## src/rtl/scan_reg_seq_if.sv

```systemverilog
// Scan register bus: controller-side handshake, scan data and status.
interface scan_reg_seq_if #(
    parameter int WIDTH = 32,
    parameter int CW    = $clog2(WIDTH + 1)
);
    logic             ce;
    logic [WIDTH-1:0] d;
    logic             sin;
    logic             sout;
    logic             sen;
    logic             cap;
    logic             upd;
    logic             start;
    logic [CW-1:0]    len;
    logic             auto_upd;
    logic [WIDTH-1:0] q;
    logic [WIDTH-1:0] upd_q;
    logic             busy;
    logic             done;

    modport master (
        output ce, d, sin, sen, cap, upd, start, len, auto_upd,
        input  sout, q, upd_q, busy, done
    );

    modport slave (
        input  ce, d, sin, sen, cap, upd, start, len, auto_upd,
        output sout, q, upd_q, busy, done
    );
endinterface

```

## src/rtl/scan_reg_seq.sv

```systemverilog
// Parametrised scan register with shadow register and capture/shift/update sequencer.
//
// state   | meaning
// --------+--------------------------------------------------------
// S_IDLE  | manual sen/cap/upd honoured; start launches a sequence
// S_CAPT  | q <= d
// S_SHIFT | one shift per enabled cycle, cnt counts down to 1
// S_UPD   | upd_q <= q
// S_DONE  | one-cycle completion marker, then back to IDLE
module scan_reg_seq #(
    parameter int WIDTH     = 32,
    parameter int MSB_FIRST = 0,
    parameter int CW        = $clog2(WIDTH + 1)
) (
    input logic           clk,
    input logic           clr_n,
    scan_reg_seq_if.slave bus
);
    typedef enum logic [2:0] {
        S_IDLE,
        S_CAPT,
        S_SHIFT,
        S_UPD,
        S_DONE
    } state_t;

    localparam logic [CW-1:0] WIDTH_C = CW'(WIDTH);

    state_t           state_q, state_d;
    logic [WIDTH-1:0] shreg_q, shreg_d;
    logic [WIDTH-1:0] shadow_q, shadow_d;
    logic [CW-1:0]    cnt_q, cnt_d;
    logic             aupd_q, aupd_d;
    logic [WIDTH-1:0] shifted;

    // One-bit shift of the scan register in the configured direction.
    always_comb begin
        shifted = shreg_q;
        if (MSB_FIRST != 0) begin
            shifted = {shreg_q[WIDTH-2:0], bus.sin};
        end else begin
            shifted = {bus.sin, shreg_q[WIDTH-1:1]};
        end
    end

    // Next-state and datapath updates; ce low leaves everything at its held value.
    always_comb begin
        state_d  = state_q;
        shreg_d  = shreg_q;
        shadow_d = shadow_q;
        cnt_d    = cnt_q;
        aupd_d   = aupd_q;
        if (bus.ce) begin
            case (state_q)
                S_IDLE: begin
                    if (bus.start) begin
                        cnt_d   = (bus.len > WIDTH_C) ? WIDTH_C : bus.len;
                        aupd_d  = bus.auto_upd;
                        state_d = S_CAPT;
                    end else begin
                        if (bus.sen) begin
                            shreg_d = shifted;
                        end else if (bus.cap) begin
                            shreg_d = bus.d;
                        end
                        // Update sees the pre-edge contents, so it can pair with a shift or capture.
                        if (bus.upd) begin
                            shadow_d = shreg_q;
                        end
                    end
                end
                S_CAPT: begin
                    shreg_d = bus.d;
                    if (cnt_q == '0) begin
                        state_d = aupd_q ? S_UPD : S_DONE;
                    end else begin
                        state_d = S_SHIFT;
                    end
                end
                S_SHIFT: begin
                    shreg_d = shifted;
                    cnt_d   = cnt_q - CW'(1);
                    if (cnt_q == CW'(1)) begin
                        state_d = aupd_q ? S_UPD : S_DONE;
                    end
                end
                S_UPD: begin
                    shadow_d = shreg_q;
                    state_d  = S_DONE;
                end
                S_DONE: begin
                    state_d = S_IDLE;
                end
                default: begin
                    state_d = S_IDLE;
                end
            endcase
        end
    end

    // State registers with synchronous active-low clear that overrides ce.
    always_ff @(posedge clk) begin
        if (!clr_n) begin
            state_q  <= S_IDLE;
            shreg_q  <= '0;
            shadow_q <= '0;
            cnt_q    <= '0;
            aupd_q   <= 1'b0;
        end else begin
            state_q  <= state_d;
            shreg_q  <= shreg_d;
            shadow_q <= shadow_d;
            cnt_q    <= cnt_d;
            aupd_q   <= aupd_d;
        end
    end

    assign bus.q     = shreg_q;
    assign bus.upd_q = shadow_q;
    assign bus.sout  = (MSB_FIRST != 0) ? shreg_q[WIDTH-1] : shreg_q[0];
    assign bus.busy  = (state_q != S_IDLE);
    assign bus.done  = (state_q == S_DONE);
endmodule

```

## src/flat_wrapper.sv

```systemverilog
// flat-port wrapper written by rule: the top's interface ports become plain ports
module scan_reg_seq_flat 
#(
    parameter int WIDTH     = 32,
    parameter int MSB_FIRST = 0,
    parameter int CW        = $clog2(WIDTH + 1)
)
  (clk, clr_n, bus_ce, bus_d, bus_sin, bus_sen, bus_cap, bus_upd, bus_start, bus_len, bus_auto_upd, bus_sout, bus_q, bus_upd_q, bus_busy, bus_done);
  scan_reg_seq_if #(.WIDTH(WIDTH), .CW(CW)) bus_i ();
  input logic clk;
  input logic clr_n;
  input wire logic [$bits(bus_i.ce)-1:0] bus_ce;
  input wire logic [$bits(bus_i.d)-1:0] bus_d;
  input wire logic [$bits(bus_i.sin)-1:0] bus_sin;
  input wire logic [$bits(bus_i.sen)-1:0] bus_sen;
  input wire logic [$bits(bus_i.cap)-1:0] bus_cap;
  input wire logic [$bits(bus_i.upd)-1:0] bus_upd;
  input wire logic [$bits(bus_i.start)-1:0] bus_start;
  input wire logic [$bits(bus_i.len)-1:0] bus_len;
  input wire logic [$bits(bus_i.auto_upd)-1:0] bus_auto_upd;
  output wire logic [$bits(bus_i.sout)-1:0] bus_sout;
  output wire logic [$bits(bus_i.q)-1:0] bus_q;
  output wire logic [$bits(bus_i.upd_q)-1:0] bus_upd_q;
  output wire logic [$bits(bus_i.busy)-1:0] bus_busy;
  output wire logic [$bits(bus_i.done)-1:0] bus_done;
  assign bus_i.ce = bus_ce;
  assign bus_i.d = bus_d;
  assign bus_i.sin = bus_sin;
  assign bus_i.sen = bus_sen;
  assign bus_i.cap = bus_cap;
  assign bus_i.upd = bus_upd;
  assign bus_i.start = bus_start;
  assign bus_i.len = bus_len;
  assign bus_i.auto_upd = bus_auto_upd;
  assign bus_sout = bus_i.sout;
  assign bus_q = bus_i.q;
  assign bus_upd_q = bus_i.upd_q;
  assign bus_busy = bus_i.busy;
  assign bus_done = bus_i.done;
  scan_reg_seq #(.WIDTH(WIDTH), .MSB_FIRST(MSB_FIRST), .CW(CW)) u_core (.clk(clk), .clr_n(clr_n), .bus(bus_i));
endmodule
```

## config.mk

```make
export PLATFORM = sky130hd
export DESIGN_NAME = scan_reg_seq_flat
export DESIGN_NICKNAME = d
export VERILOG_FILES = /design/src/rtl/scan_reg_seq_if.sv /design/src/rtl/scan_reg_seq.sv /design/src/flat_wrapper.sv
export SDC_FILE = /design/constraint.sdc
export NUM_CORES = 1
export LEC_CHECK = 0
export ABC_AREA = 1
export CAP_MARGIN = 20
export CELL_PAD_IN_SITES_DETAIL_PLACEMENT = 0
export CELL_PAD_IN_SITES_GLOBAL_PLACEMENT = 1
export CORE_ASPECT_RATIO = 0.8
export CORE_MARGIN = 2
export CORE_UTILIZATION = 30
export CTS_BUF_LIST = sky130_fd_sc_hd__clkbuf_2 sky130_fd_sc_hd__clkbuf_4 sky130_fd_sc_hd__clkbuf_8
export DETAILED_ROUTE_END_ITERATION = 16
export PLACE_DENSITY = 0.82
export SYNTH_ARGS = -nofsm -noshare
export SYNTH_HDL_FRONTEND = slang
export SYNTH_SLANG_ARGS = --single-unit
```

## constraint.sdc

```tcl
create_clock -name clk -period 1.2 [get_ports clk]
set_input_delay 0.18 -clock clk [delete_from_list [all_inputs] [get_ports clk]]
set_output_delay 0.18 -clock clk [all_outputs]
set_load 0.05 [all_outputs]
```

==> flow_summary.json <==
{
  "gr-usage-all-layers_pct": 20.61,
  "critical_path_cell_count": 9,
  "ir_worst_vdd_v": 0.0006466,
  "diodes": 0,
  "cpPeakStageDelay_ns": 0.38,
  "drc": 0,
  "dieHeight_um": 103.1,
  "hold_viol": 0,
  "crit_chain": "nor2_8 > buf_6 > nand2_8 > buf_12 > clkinv_8 > nand2_4 > nand3_4 > nand2_2 > a21oi_2",
  "rr_startpoint": "u_core.state_q[2]$_SDFFE_PN0P_",
  "cts_made_buffers": 9,
  "drtIter0Drc": 270,
  "multi_input_comb_area_um2": 2326,
  "fin_ws_ns": -0.2773,
  "critPathSlowestCell": "dfxtp_4",
  "clockRootBuffer": "clkbuf_8",
  "met1_usage_pct": 26.06,
  "grtUsageMet2_pct": 34.14,
  "leakagePower_nw": 3.210,
  "place.gp.congestion": 0.9121,
  "routed_wl_mm": 13.94,
  "crit_end": "u_core.state_q[0]$_SDFFE_PN0P_",
  "slew_headroom_pct": 76.14,
  "required_ns": 1.48,
  "hpwl_mm": 8.430,
  "internal-power_mw": 5.339,
  "grt_pass1_vias": 4155,
  "crit_type": "reg -> reg",
  "r2r-end": "u_core.state_q[0]$_SDFFE_PN0P_",
  "antenna_found_initial": 0,
  "fin_crit_ns": 1.477,
  "antenna_left": 0,
  "dieArea_um2": 13180,
  "drv_slew": 0,
  "dr.pass1.iters": 4,
  "power.switching_mw": 3.264,
  "cp-start-kind": "flop",
  "met3_usage_pct": 6.383,
  "hold_buffers": 0,
  "pwr_density_cell_nw_per_um2": 1207,
  "syn_area_per_cell_um2": 6.336,
  "cp.arrival_ns": 1.75,
  "synth_area_um2": 3681,
  "boundaryPins": 114,
  "tightestPinTransition_ns": 0.3576,
  "clock.fmax_ghz": 0.6769,
  "cts_buffer_depth": 2,
  "die_w_um": 127.8,
  "initial_utilization_pct": 30.49,
  "postSynthCellCount": 581,
  "wl_per_cell_um": 15.57,
  "fin_area_um2": 7126,
  "cts.sinks": 74,
  "num_rows": 36,
  "clk_pin_slew_worst_paths_ns": 0.08,
  "p_clk_share_pct": 20.6,
  "clk_latency_ns": 0.35,
  "grt_start_max_net_pins": 38,
  "grt_pass1_wl_mm": 21.20,
  "crit_buf_inv": 3,
  "grt_overflow": 0,
  "synth_ff_type": "dfxtp_1",
  "cp_max_fo": 7,
  "synth-seq-cells": 74,
  "setup.worst_path.end_class": "flop",
  "drive_gt1_share_pct": 39.70,
  "async_flop_share_pct": 0,
  "skew_ns": 0.01095,
  "core_area_um2": 12070,
  "critPathTopFamily": "simple AND/OR/NAND/NOR gates",
  "cts_tree": "yes",
  "area_growth_pct": 93.58,
  "r2r_slack_ns": -0.28,
  "cp-startpoint": "u_core.state_q[2]$_SDFFE_PN0P_",
  "hp-class": "in -> reg",
  "swShare_pct": 37.94,
  "status": "complete, but fails checks",
  "seqPwrFrac_pct": 35.6,
  "maxCapViolCount": 0,
  "violations": "negative setup slack",
  "htree_num_levels": 3,
  "via_count": 4257,
  "final_util_pct": 59.03,
  "r2r_cells": 9,
  "port_buffers": 113,
  "synth_nets": 631,
  "routed_via_density": 4.756,
  "n_fill_cell": 1048,
  "setup_violations": 76,
  "busiest_layer": "met2",
  "dpl_cell_area_um2": 5918,
  "fin_crit_sh_pct": 123.1,
  "synth_edf_count": 0,
  "synth-seq-area-share_pct": 40.24,
  "synth.distinct_cells": 25,
  "seqCellArea_um2": 1518,
  "rsz0062_at_grt": "true",
  "yosysWarnings": 0,
  "combPwrFrac_pct": 43.8,
  "finalNetCount": 789
}
[registers in the layout (all words and copies together), names as in the netlist]
signal,count
u_core.aupd_q,1
u_core.bus.q,32
u_core.bus.upd_q,32
u_core.cnt_q,6
u_core.state_q,3
[cells in the final DEF (no fill, tap or decap), drive strengths merged]
master	instances
clkdlybuf4s50	45
o21ai	43
ha	3
nand3	46
clkbuf	14
dfxtp	74
a21oi	12
xor2	1
inv	55
clkinvlp	2
bufbuf	1
buf	129
nor2	146
nor3	1
nand2	162
nand4	5
o211ai	1
clkinv	3
[through the flow]
| step | setup TNS, ns | hold slack (ns) | setup WS (ns) | cells | total power, mW |
|---|---|---|---|---|---|
| after floorplan | -10.67 | 0.3670 | -0.2090 | 581 | 4.637 |
| after global placement | -18.70 | 0.5078 | -0.2795 | 855 | 6.124 |
| after detailed placement | -19.96 | 0.5098 | -0.3176 | 855 | 6.169 |
| after CTS | -14.91 | 0.1671 | -0.2711 | 894 | 8.410 |
| after global routing | -21.37 | 0.1980 | -0.3592 | 895 | 9.010 |
| final | -16.67 | 0.1902 | -0.2773 | 895 | 8.602 |
[cell type report]
class                   instances  share of cell area, %
well taps                     152                  2.669
inverters                      56                  3.231
multi-input cells             420                  32.64
clock buffers                  11                  2.037
flip-flops and latches         74                  21.30
repair buffers                178                  37.72
clock inverters                 4                 0.4039
[metal layers]
metal / vias to the layer above / share of wire, %
met4: 0 / 1.8
li1: 2105 / -
met3: 24 / 7.0
met2: 120 / 47
met1: 2008 / 44
met5: - / 0
[cells by family after synthesis]
| family | after synthesis | synth area share, % |
|---|---|---|
| compound gates | 56 | 7.784 |
| xor+xnor | 1 | 0.2380 |
| fa+ha+maj | 3 | 1.020 |
| buf+inv | 87 | 10.81 |
| flops | 74 | 40.24 |
| simple gates | 360 | 39.90 |
[synth_stat cells (4+ instances only)]
master | number | area [µm²]
nand3_1 | 44 | 220.2
dfxtp_1 | 74 | 1481
a21oi_1 | 12 | 60.06
nand2_2 | 5 | 31.28
nor2_1 | 145 | 544.3
clkbuf_1 | 7 | 26.28
nand4_1 | 5 | 31.28
inv_1 | 51 | 191.4
buf_2 | 10 | 50.05
inv_2 | 4 | 15.01
nand2_1 | 157 | 589.3
o21ai_0 | 39 | 195.2
buf_4 | 8 | 60.06
[what timing repair did]
action | in CTS | in global routing
resized for setup | 87 | 106
cloned | 8 | 3
setup endpoints to repair | 80 | 90
buffers inserted | 16 | 5
pin swaps | 24 | 53
[power by group through the flow]
stage	logic [mW]	clock network, mW	registers [mW]
global route	4.00	1.91	3.09
CTS	3.53	1.84	3.04
global placement	3.05	0	3.07
floorplan	1.04	0	3.60
detailed placement	3.09	0	3.08
finish	3.77	1.77	3.06
[worst reg2reg max path, stage by stage, from the launching register on]
cell and delay (ns):
dfxtp_4 0.38, nor2_8 0.20, buf_6 0.15, nand2_8 0.11
buf_12 0.15, clkinv_8 0.07, nand2_4 0.06, nand3_4 0.08
nand2_2 0.07, a21oi_2 0.15
[worst min path at each step]
| stage | start | end | slack, ns | cells past startpoint |
|---|---|---|---|---|
| floorplan | bus_start | u_core.aupd_q$_SDFFE_PN0P_ | 0.37 | 2 |
| global placement | u_core.bus.upd_q[23]$_SDFFE_PN0P_ | u_core.bus.upd_q[23]$_SDFFE_PN0P_ | 0.51 | 2 |
| detailed placement | u_core.bus.upd_q[26]$_SDFFE_PN0P_ | u_core.bus.upd_q[26]$_SDFFE_PN0P_ | 0.51 | 2 |
| CTS | clr_n | u_core.cnt_q[0]$_SDFFE_PN0P_ | 0.17 | 3 |
| global route | clr_n | u_core.cnt_q[0]$_SDFFE_PN0P_ | 0.20 | 3 |
| finish | clr_n | u_core.cnt_q[0]$_SDFFE_PN0P_ | 0.19 | 3 |
Note: power is estimated with default switching activity, not from simulation.
